`src/rtl/rf_pkg.sv`:
```
// Purpose: shared register-file constants for the register file and its write-back arbiter.
// Latency: none (constants only).
// Backpressure: none (constants only).
//
// Contents: XLEN (data width), NREGS (architectural registers), AW (register index width),
// ZERO_REG (hard-wired zero register index).
package rf_pkg;

    localparam int XLEN  = 32;
    localparam int NREGS = 32;
    localparam int AW    = $clog2(NREGS);

    localparam logic [AW-1:0] ZERO_REG = 5'd0;

endpackage

```
`src/rtl/rf_wb_arbiter_rr.sv`:
```
// Purpose: combinational round-robin grant over NREQ valid lines, search starting at ptr.
// Latency: purely combinational, zero cycles.
// Backpressure: none; at most one grant bit is high, and none when no valid bit is set.
//
// Ports:
//   valid    in   NREQ  request lines
//   ptr      in   PW    highest-priority index this cycle (always < NREQ)
//   grant    out  NREQ  one-hot grant (or zero)
//   gnt_idx  out  PW    index of the granted requester (0 when none)
//   gnt_any  out  1     some requester is granted
module rr_arbiter #(
    parameter int NREQ = 2,
    parameter int PW   = 1
) (
    input  logic [NREQ-1:0] valid,
    input  logic [PW-1:0]   ptr,
    output logic [NREQ-1:0] grant,
    output logic [PW-1:0]   gnt_idx,
    output logic            gnt_any
);

    logic          found;
    logic [PW-1:0] idx_k;

    // Walk the requesters starting at ptr, wrapping modulo NREQ; first valid one wins.
    always_comb begin
        grant   = '0;
        gnt_idx = '0;
        found   = 1'b0;
        idx_k   = '0;
        for (int k = 0; k < NREQ; k++) begin
            idx_k = PW'((int'(ptr) + k) % NREQ);
            if (!found && valid[idx_k]) begin
                grant[idx_k] = 1'b1;
                gnt_idx      = idx_k;
                found        = 1'b1;
            end
        end
    end

    assign gnt_any = found;

endmodule

```
`src/rtl/rf_wb_arbiter.sv`:
```
// Purpose: shares the register-file write port among NREQ write-back requesters; keeps a pending-write scoreboard.
// Latency: 1 cycle from transfer (valid & ready) to RegWrite/Rd/write_data.
// Backpressure: round-robin valid/ready per requester; the output stage never stalls.
//
// Optional macro RF_WB_STATS_EN adds conflict_cnt (cycles with 2+ requesters valid, saturating).
//
// Ports:
//   clk, reset            clock; asynchronous active-low reset
//   req_valid/req_ready   per-requester handshake (NREQ bits each)
//   req_rd / req_data     packed per-requester destination index / write data
//   alloc_valid/alloc_rd  issue stage marks a destination pending
//   RegWrite/Rd/write_data registered register-file write port
//   busy                  per-register outstanding-write scoreboard
//   conflict_cnt          (RF_WB_STATS_EN only) contention counter
module rf_wb_arbiter
    import rf_pkg::*;
#(
    parameter int NREQ = 2
) (
    input  logic                 clk,
    input  logic                 reset,
    input  logic [NREQ-1:0]      req_valid,
    output logic [NREQ-1:0]      req_ready,
    input  logic [NREQ*AW-1:0]   req_rd,
    input  logic [NREQ*XLEN-1:0] req_data,
    input  logic                 alloc_valid,
    input  logic [AW-1:0]        alloc_rd,
    output logic                 RegWrite,
    output logic [AW-1:0]        Rd,
    output logic [XLEN-1:0]      write_data,
    output logic [NREGS-1:0]     busy
`ifdef RF_WB_STATS_EN
    ,
    output logic [31:0]          conflict_cnt
`endif
);

    localparam int PW = (NREQ > 2) ? $clog2(NREQ) : 1;

    logic [PW-1:0]    rr_ptr;
    logic [NREQ-1:0]  grant;
    logic [PW-1:0]    gnt_idx;
    logic             gnt_any;
    logic             xfer;
    logic [AW-1:0]    wb_rd;
    logic [XLEN-1:0]  wb_data;
    logic [NREGS-1:0] busy_nxt;

    rr_arbiter #(
        .NREQ (NREQ),
        .PW   (PW)
    ) u_rr (
        .valid   (req_valid),
        .ptr     (rr_ptr),
        .grant   (grant),
        .gnt_idx (gnt_idx),
        .gnt_any (gnt_any)
    );

    // Ready drops immediately with reset so nothing is accepted during it.
    assign req_ready = grant & {NREQ{reset}};
    assign xfer      = gnt_any & reset;

    always_comb begin
        wb_rd   = '0;
        wb_data = '0;
        for (int i = 0; i < NREQ; i++) begin
            if (grant[i]) begin
                wb_rd   = req_rd[i*AW +: AW];
                wb_data = req_data[i*XLEN +: XLEN];
            end
        end
    end

    // Clear on write-back first, then set on allocate, so a same-cycle
    // allocate to the retiring register keeps the new producer outstanding.
    always_comb begin
        busy_nxt = busy;
        if (xfer) begin
            busy_nxt[wb_rd] = 1'b0;
        end
        if (alloc_valid && alloc_rd != ZERO_REG) begin
            busy_nxt[alloc_rd] = 1'b1;
        end
        busy_nxt[ZERO_REG] = 1'b0;
    end

    always_ff @(posedge clk or negedge reset) begin
        if (!reset) begin
            RegWrite   <= 1'b0;
            Rd         <= '0;
            write_data <= '0;
            busy       <= '0;
            rr_ptr     <= '0;
        end else begin
            // x0 writes are accepted but never reach the register file.
            RegWrite <= xfer && (wb_rd != ZERO_REG);
            busy     <= busy_nxt;
            if (xfer) begin
                Rd         <= wb_rd;
                write_data <= wb_data;
                rr_ptr     <= (gnt_idx == PW'(NREQ - 1)) ? '0 : gnt_idx + 1'b1;
            end
        end
    end

`ifdef RF_WB_STATS_EN
    always_ff @(posedge clk or negedge reset) begin
        if (!reset) begin
            conflict_cnt <= '0;
        end else if ($countones(req_valid) >= 2 && conflict_cnt != 32'hFFFF_FFFF) begin
            conflict_cnt <= conflict_cnt + 32'd1;
        end
    end
`endif

endmodule

```
`config.mk`:
```
export PLATFORM = sky130hd
export DESIGN_NAME = rf_wb_arbiter
export DESIGN_NICKNAME = d
export VERILOG_FILES = /design/src/rtl/rf_pkg.sv /design/src/rtl/rf_wb_arbiter_rr.sv /design/src/rtl/rf_wb_arbiter.sv
export SDC_FILE = /design/constraint.sdc
export NUM_CORES = 1
export LEC_CHECK = 0
export ABC_AREA = 1
export BUFFER_PORTS_ARGS = -buffer_cell sky130_fd_sc_hd__buf_2
export CAP_MARGIN = 20
export CORE_MARGIN = 5
export CORE_UTILIZATION = 45
export CTS_BUF_LIST = sky130_fd_sc_hd__clkbuf_8
export CTS_CLUSTER_SIZE = 12
export DETAILED_ROUTE_END_ITERATION = 8
export PLACE_DENSITY = 0.81
export SYNTH_ARGS = -nofsm -noshare
export SYNTH_HDL_FRONTEND = slang
export SYNTH_SLANG_ARGS = --single-unit
```
`constraint.sdc`:
```
create_clock -name clk -period 1.8 [get_ports clk]
set_clock_uncertainty 0.1 [all_clocks]
set_input_delay 0.18 -clock clk [delete_from_list [all_inputs] [get_ports clk]]
set_output_delay 0.18 -clock clk [all_outputs]
set_load 0.01 [all_outputs]
```
======== Word level (Yosys, flattened, before mapping) ========
Cells that the tools add are included.
cells by class
  add/subtract/negate cells ............... 2
  magnitude comparators ................... 8
  mux-type cells .......................... 25
  bitwise gates (word level) .............. 6
  reductions and logical operators ........ 10
operators by type and width
  operator                                                            count
  2-to-1 mux 32 bit                                                   4
  AND 32 bit                                                          1
  NOT 32 bit                                                          1
  bitwise OR 32 bit                                                   1
  2-to-1 mux 1 bit                                                    13
  < comparator 5 x 6 -> 1 bit (second input constant)                 2
  demux 1 bit (select 5 bit)                                          2
  greater-or-equal comparator 5 x 1 -> 1 bit (second input constant)  2
  2-to-1 mux 5 bit                                                    2
  nonzero test 5 bit                                                  2
  logical AND 1 bit                                                   7
  < comparator 1 x 2 -> 1 bit (second input constant)                 2
  2-to-1 mux 2 bit                                                    2
  adder 1 bit (second input constant)                                 2
  AND 2 bit                                                           1
  demux 1 bit (select 1 bit)                                          2
  greater-or-equal comparator 1 bit (second input constant)           2
  bitwise OR 2 bit                                                    1
  AND 1 bit                                                           1
  logical NOT 1 bit                                                   1
word-level totals
  register bits ........................... 70
  output and inout bits ................... 72
  word-level logic and storage cells ...... 56

======== Depth between registers and ports, before layout ========
Gate-level depths: netlist (run 1).
  depth after elaboration ................. 18
  gate-level depth with buffers ........... 10

======== Cells and area by module ========
From an unflattened synthesis (run 1), not the netlist that was laid out.
second synthesis, totals
  cells, all modules ...................... 422
  area total of the unflattened synthesis .. 3402.0 µm²
by module, submodules not included
  module         times used  cells each  area an instance (µm²)  sequential area each (µm²)
  rf_wb_arbiter  1           415         3372.0                  1751.7
  rr_arbiter     1           7           30.0                    0.0

======== Least setup slack after synthesis (run 1) ========
No wires, ideal clock.
  path type ............................... reg2reg
  start ................................... reg with a tool-made name
  end ..................................... reg busy[2]
  data arrival time ....................... 1.213 ns
  slack ................................... 0.364 ns
  stages on the path, launching flop included .. 10
  period minus slack after synthesis ...... 1.436 ns
  path through ............................ dfrtp_1 > inv_2 > nand2_4 > buf_8 > nand3_2 > nand2_2 > nor2_1 > nand2_1 > o21ai_0 > nand2_1
RTL lines
  element               line                 source
  end signal, assigned  rf_wb_arbiter.sv:98  busy <= busy_nxt;
  end, declared         rf_wb_arbiter.sv:31  output logic [NREGS-1:0] busy

==> impl_metrics.env, run 1 <==
export IMPL_status="finished, violations left"
export IMPL_violations="hold timing"
export IMPL_reg2reg_setup_slack_ns=0.13
export IMPL_critical_path_slowest_cell="dfrtp_1"
export IMPL_use_met3_pct=4.77
export IMPL_fin_crit_ns=1.67
export IMPL_grt_max_degree=55
export IMPL_cp_required_ns=1.93
export IMPL_die_w_um=99.2
export IMPL_cts_clk_slew_worst_paths_ns=0.09
export IMPL_powerDensity_mw_per_mm2=1000
export IMPL_hpwl_um=8860
export IMPL_cts_tree="built"
export IMPL_grt_most_used_layer="met2"
export IMPL_postLayoutCoreUtil_pct=63.5
export IMPL_n_antenna_cell=0
export IMPL_maxCapViolations=0
export IMPL_nNetsFinal=698
export IMPL_path_common_cell="nand2_1"
export IMPL_max_freq_mhz=600
export IMPL_r2r_cells=9
export IMPL_yosysSeqAreaShare_pct=49.0
export IMPL_fp_dieH_um=99.2
export IMPL_grt_pass1_vias=3910
export IMPL_numClockSinks=70
export IMPL_routed_wirelength_um=12200
export IMPL_critPathTopFamily="simple AND/OR/NAND/NOR gates"
export IMPL_synth_nets=522
export IMPL_path_max_fanout=6
export IMPL_initialDrtViolationCount=201
export IMPL_syn_to_final_growth_pct=37.1
export IMPL_ys_types=28
export IMPL_grt_usage_pct=24.6
export IMPL_ys_ff_latch=70
export IMPL_drt_pass1_iterations=7
export IMPL_placed_cells=681
export IMPL_met1_usage_pct=30.5
export IMPL_setup_viol=0
export IMPL_hp_class="input port to async pin"
export IMPL_crit_chain="buf_4, nand2_4, nand3_2, nand2_4, nand3_2, inv_2, nand2_1, nand2_1, nand2_1"
export IMPL_grt_pass1_wl_um=19400
export IMPL_maxSlewViolCount=0
export IMPL_slew_headroom_pct=62.5
export IMPL_layout_drive_gt1_share_pct=35.5
export IMPL_worstReg2RegEnd="busy[27]"
export IMPL_cp_buffers_inverters=2
export IMPL_avgRoutedWirePerCell_um=16.9
export IMPL_finalHoldViolCount=37
export IMPL_initial_utilization_pct=46.3
export IMPL_arrival_ns=1.80
export IMPL_drc_errors=0
export IMPL_fillers=641
export IMPL_met2_usage_pct=41.2
export IMPL_rows=32
export IMPL_start_kind="flip-flop"
export IMPL_most_common_layout_cells="buf_2 (154), nand2_1 (116), nand3_1 (71)"
export IMPL_synth_area_sq_mm=0.00358
export IMPL_synthCells=438
export IMPL_boundaryPins=156
export IMPL_finalNonFillerCells=721
export IMPL_seq_area_sq_mm=0.00175
export IMPL_antenna_found_initial=0
export IMPL_multi_input_area_sq_mm=0.00164
export IMPL_numCtsBuffers=9
export IMPL_critPathKind="flip-flop to flip-flop"
export IMPL_ys_warn_count=0
export IMPL_root_buffer="clkbuf_8"
export IMPL_leakagePower_nw=2.46
export IMPL_worstMarginPinSlew_ns=0.559
export IMPL_p_total_mw=4.91
export IMPL_postRouteAntennaNets=0
export IMPL_fin_crit_sh_pct=92.6
export IMPL_clock_latency_ns=0.34
export IMPL_mostFrequentLayoutCell="buf_2"
export IMPL_design_die_area_sq_mm=0.00984
export IMPL_syn_area_per_cell_sq_um=8.17
export IMPL_tns_ns=0
export IMPL_port_buffers=154
export IMPL_vias_per_cell=5.46
export IMPL_htreeDepth=3
export IMPL_ctsHoldBuffers=23
export IMPL_fin_hold_ws_ns=-0.153
export IMPL_via_count=3939
export IMPL_grt_overflow_total=0
export IMPL_peakVddDrop_mv=0.561
export IMPL_cts_buffer_depth=2
export IMPL_cp_slowest_stage_delay_ns=0.41
export IMPL_rsz0062_at_grt="false"
export IMPL_place_gp_congestion=0.935
export IMPL_cp_end_kind="flip-flop"
export IMPL_cp_depth=9
export IMPL_core_sq_mm=0.00773
[state kept, by name, summed over array words and instances, names as in the netlist, named ones only]
signal,cells
busy,31
write_data,32
Rd,5
RegWrite,1
[worst max-delay path by stage]
stage,start,endpoint
after floorplan,flip-flop,busy[2]
after global placement,flip-flop,busy[25]
after detailed placement,req_valid[0],busy[16]
after CTS,flip-flop,req_ready[1]
after global routing,flip-flop,busy[2]
final,flip-flop,busy[27]
[synth_stat cells (all sizes together)]
| cell type | number | area (sq um) |
|---|---|---|
| a21oi | 2 | 10.0 |
| nand3b | 3 | 30.0 |
| dfrtp | 70 | 1750 |
| nand4 | 2 | 12.5 |
| nand2 | 130 | 557 |
| nor3 | 4 | 25.0 |
| clkbuf | 6 | 22.5 |
| o21ai | 23 | 115 |
| nand3 | 80 | 460 |
| nor2 | 49 | 216 |
| conb | 1 | 3.75 |
| inv | 18 | 67.6 |
| buf | 18 | 106 |
| a31oi | 32 | 200 |
[worst reg2reg max path, stage by stage (launching register included)]
cell and delay, ns:
dfrtp_1 0.41, buf_4 0.16, nand2_4 0.11, nand3_2 0.13, nand2_4 0.15, nand3_2 0.18
inv_2 0.13, nand2_1 0.08, nand2_1 0.06, nand2_1 0.05
[per-stage QoR]
stage	instance area (sq um)	setup slack (ns)
floorplan	3580	0.364
global placement	4440	0.240
detailed placement	4440	0.186
CTS	4890	0.114
global route	4900	0.0228
finish	4900	0.133
[layout make-up]
class / count / share of cell area (%)
inverters: 18 / 1.38
flip-flops and latches: 70 / 35.7
clock inverters: 5 / 1.17
repair buffers: 189 / 22.7
multi-input cells: 326 / 33.3
well taps: 102 / 2.60
clock buffers: 11 / 3.09
[kinds of logic after synthesis]
logic type / share of synthesized area (%)
buffers and inverters: 5.49
DFF: 49.0
AOI/OAI and AO/OA: 9.09
other: 0.105
and+or+nand+nor: 36.4
[where the power goes]
part | total [mW] | internal [mW] | leakage (nW) | switching [mW]
clock network | 1.32 | 0.713 | 0.0976 | 0.604
logic | 1.47 | 0.594 | 1.53 | 0.877
registers | 2.12 | 1.91 | 0.829 | 0.208
[timing repair]
action / CTS / global route
endpoints found under the hold margin: 83 / 37
resized for setup: 0 / 1
setup endpoints to repair: 0 / 2
buffers inserted: 0 / 1
[metal layers]
layer	share of wire (%)	wire length, um	up-vias
met5	0	0	-
met4	3.9	474	0
met3	8.2	995	44
met2	48	5840	240
met1	40	4850	1835
li1	-	-	1820
No activity file was read; power rests on OpenSTA's default activity.
==> run 2: changes to the inputs <==
PLACE_DENSITY = 0.76   (was 0.81)
==> run 2 against run 1 <==
The run now ends clean. Maximum frequency decreased by 0.26%. Non-clock buffer count decreased by 22. Register-to-register slack improved by 0.03 ns. Largest power group unchanged. Critical path depth unchanged. Sequential share of layout area increased by 1.9 points. Routed wire length decreased by 12%. Clock power decreased by 15%. Die area unchanged. Worst setup slack got worse by 0.0044 ns. Sequential power about the same. Via count decreased by 5.6%.
==> impl_metrics.env, run 2 (synthesis gave the netlist of run 1 again) <==
export IMPL_drc_errors=0
export IMPL_crit_chain="dlygate4sd3_1, buf_2, nand2_1, nand2_2, inv_2, nor3_4, nand2_1, nand2_1, nand2_1"
export IMPL_antenna_found_initial=0
export IMPL_drt_pass1_iterations=4
export IMPL_finalNonFillerCells=697
export IMPL_path_max_fanout=10
export IMPL_internal_power_mw=3.07
export IMPL_start_kind="input port"
export IMPL_grt_usage_pct=22.3
export IMPL_post_cts_buffers=0
export IMPL_regMostFlops="write_data"
export IMPL_largestRegisters="write_data x32, busy x31, Rd x5"
export IMPL_cp_end_kind="flip-flop"
export IMPL_grt_overflow_total=0
export IMPL_peakVddDrop_mv=0.538
export IMPL_tns_ns=0
export IMPL_slew_headroom_pct=64.6
export IMPL_place_gp_congestion=0.908
export IMPL_avgRoutedWirePerCell_um=15.4
export IMPL_nNetsFinal=676
export IMPL_postLayoutCoreUtil_pct=60.3
export IMPL_power_frac_seq_pct=45.6
export IMPL_cts_buffer_depth=2
export IMPL_p_clk_share_pct=24.2
export IMPL_maxSlewViolCount=0
export IMPL_powerDensity_mw_per_mm2=996
export IMPL_critical_path_slowest_cell="dlygate4sd3_1"
export IMPL_grt_pass1_vias=3642
export IMPL_fin_hold_ws_ns=0.0139
export IMPL_numClockSinks=70
export IMPL_post_place_ws_ns=0.177
export IMPL_syn_to_final_growth_pct=30.2
export IMPL_boundaryPins=156
export IMPL_fp_dieH_um=99.2
export IMPL_vias_per_cell=5.34
export IMPL_cts_tree="built"
export IMPL_design_die_area_sq_mm=0.00984
export IMPL_arrival_ns=1.80
export IMPL_worstMarginPinSlew_ns=0.527
export IMPL_via_count=3719
export IMPL_rsz0062_at_grt="false"
export IMPL_most_common_layout_cells="buf_2 (154), nand2_1 (116), nand3_1 (71)"
export IMPL_setup_viol=0
export IMPL_cp_slowest_stage_delay_ns=0.57
export IMPL_hp_class="input port to flip-flop"
export IMPL_cp_required_ns=1.93
export IMPL_initialDrtViolationCount=237
export IMPL_rows=32
export IMPL_n_antenna_cell=0
export IMPL_hpwl_um=8310
export IMPL_cp_buffers_inverters=3
export IMPL_port_buffers=154
export IMPL_clock_latency_ns=0.33
export IMPL_cts_clk_slew_worst_paths_ns=0.07
export IMPL_grt_max_degree=65
export IMPL_max_freq_mhz=598
export IMPL_postRouteAntennaNets=0
export IMPL_critPathKind="input port to flip-flop"
export IMPL_setup_ws_ns=0.128
export IMPL_mostFrequentLayoutCell="buf_2"
export IMPL_critPathTopFamily="buffers and inverters"
export IMPL_placed_cells=679
export IMPL_leakagePower_nw=2.37
export IMPL_fin_crit_sh_pct=92.9
export IMPL_finalHoldViolCount=0
export IMPL_path_common_cell="nand2_1"
export IMPL_fin_crit_ns=1.67
export IMPL_p_switching_mw=1.57
export IMPL_grt_pass1_wl_um=17700
export IMPL_maxCapViolations=0
export IMPL_initial_utilization_pct=46.3
export IMPL_htreeDepth=3
export IMPL_die_w_um=99.2
export IMPL_sw_frac_of_total_pct=33.9
export IMPL_largest_reg_flops=32
export IMPL_status="complete, no violations"
export IMPL_numCtsBuffers=9
export IMPL_core_sq_mm=0.00773
export IMPL_power_frac_comb_pct=30.2
export IMPL_root_buffer="clkbuf_8"
export IMPL_layout_drive_gt1_share_pct=36.0
export IMPL_routed_wirelength_um=10700
==> run 2: final timing paths <==
kind / start / endpoint / slack [ns] / cells after the start
worst min register to register: busy[5] / busy[5] / 0.37 / 2
worst min-delay path: req_data[34] / write_data[2] / 0.01 / 3
max in group asynchronous: reset / write_data[28] / 0.81 / 3
min in group asynchronous: reset / busy[6] / 0.45 / 4
worst max register to register: flip-flop / busy[6] / 0.16 / 6
worst max-delay path: reset / busy[8] / 0.13 / 9
==> run 2: repair_timing <==
item | CTS | global route
gates resized for setup | 0 | 1
setup endpoints to repair | 0 | 3
endpoints found under the hold margin | 72 | 0
hold buffers | 4 | 0
==> run 2: power groups by stage <==
stage | Clock, mW | Combinational (mW) | Sequential (mW)
6_report | 1.12 | 1.40 | 2.11
5_1_grt | 1.24 | 1.57 | 2.16
4_1_cts | 1.16 | 1.42 | 2.12
3_5_place_dp | 0 | 1.40 | 2.14
3_3_place_gp | 0 | 1.37 | 2.14
2_1_floorplan | 0 | 0.595 | 2.28
==> run 2: area by class of cell <==
cell class / instances / area (sq um)
Clock inverter: 2 / 8.76
Fill cell: 672 / 3070
Tap cell: 102 / 128
Multi-Input combinational cell: 326 / 1640
Sequential cell: 70 / 1750
Timing Repair Buffer: 167 / 901
Inverter: 18 / 67.6
Clock buffer: 12 / 165
==> run 2: worst register-to-register path: stages (launching register included) <==
cell and delay [ns]:
dfrtp_1 0.43, nand2_4 0.20, nand3_2 0.14, nand2_4 0.14, nand3_1 0.22, o21ai_0 0.23
nand2_1 0.07
==> run 2: per-stage QoR <==
step	power (mW)	instance area (sq um)
2_1_floorplan	2.87	3580
5_1_grt	4.96	4660
3_3_place_gp	3.51	4430
4_1_cts	4.69	4650
6_report	4.64	4660
3_5_place_dp	3.54	4430
==> run 2: layer usage <==
layer / routed length [um] / global-route usage (%)
met3: 876 / 4.91
met4: 214 / 7.67
met5: 0 / 0
met2: 5060 / 35.7
met1: 4560 / 29.9
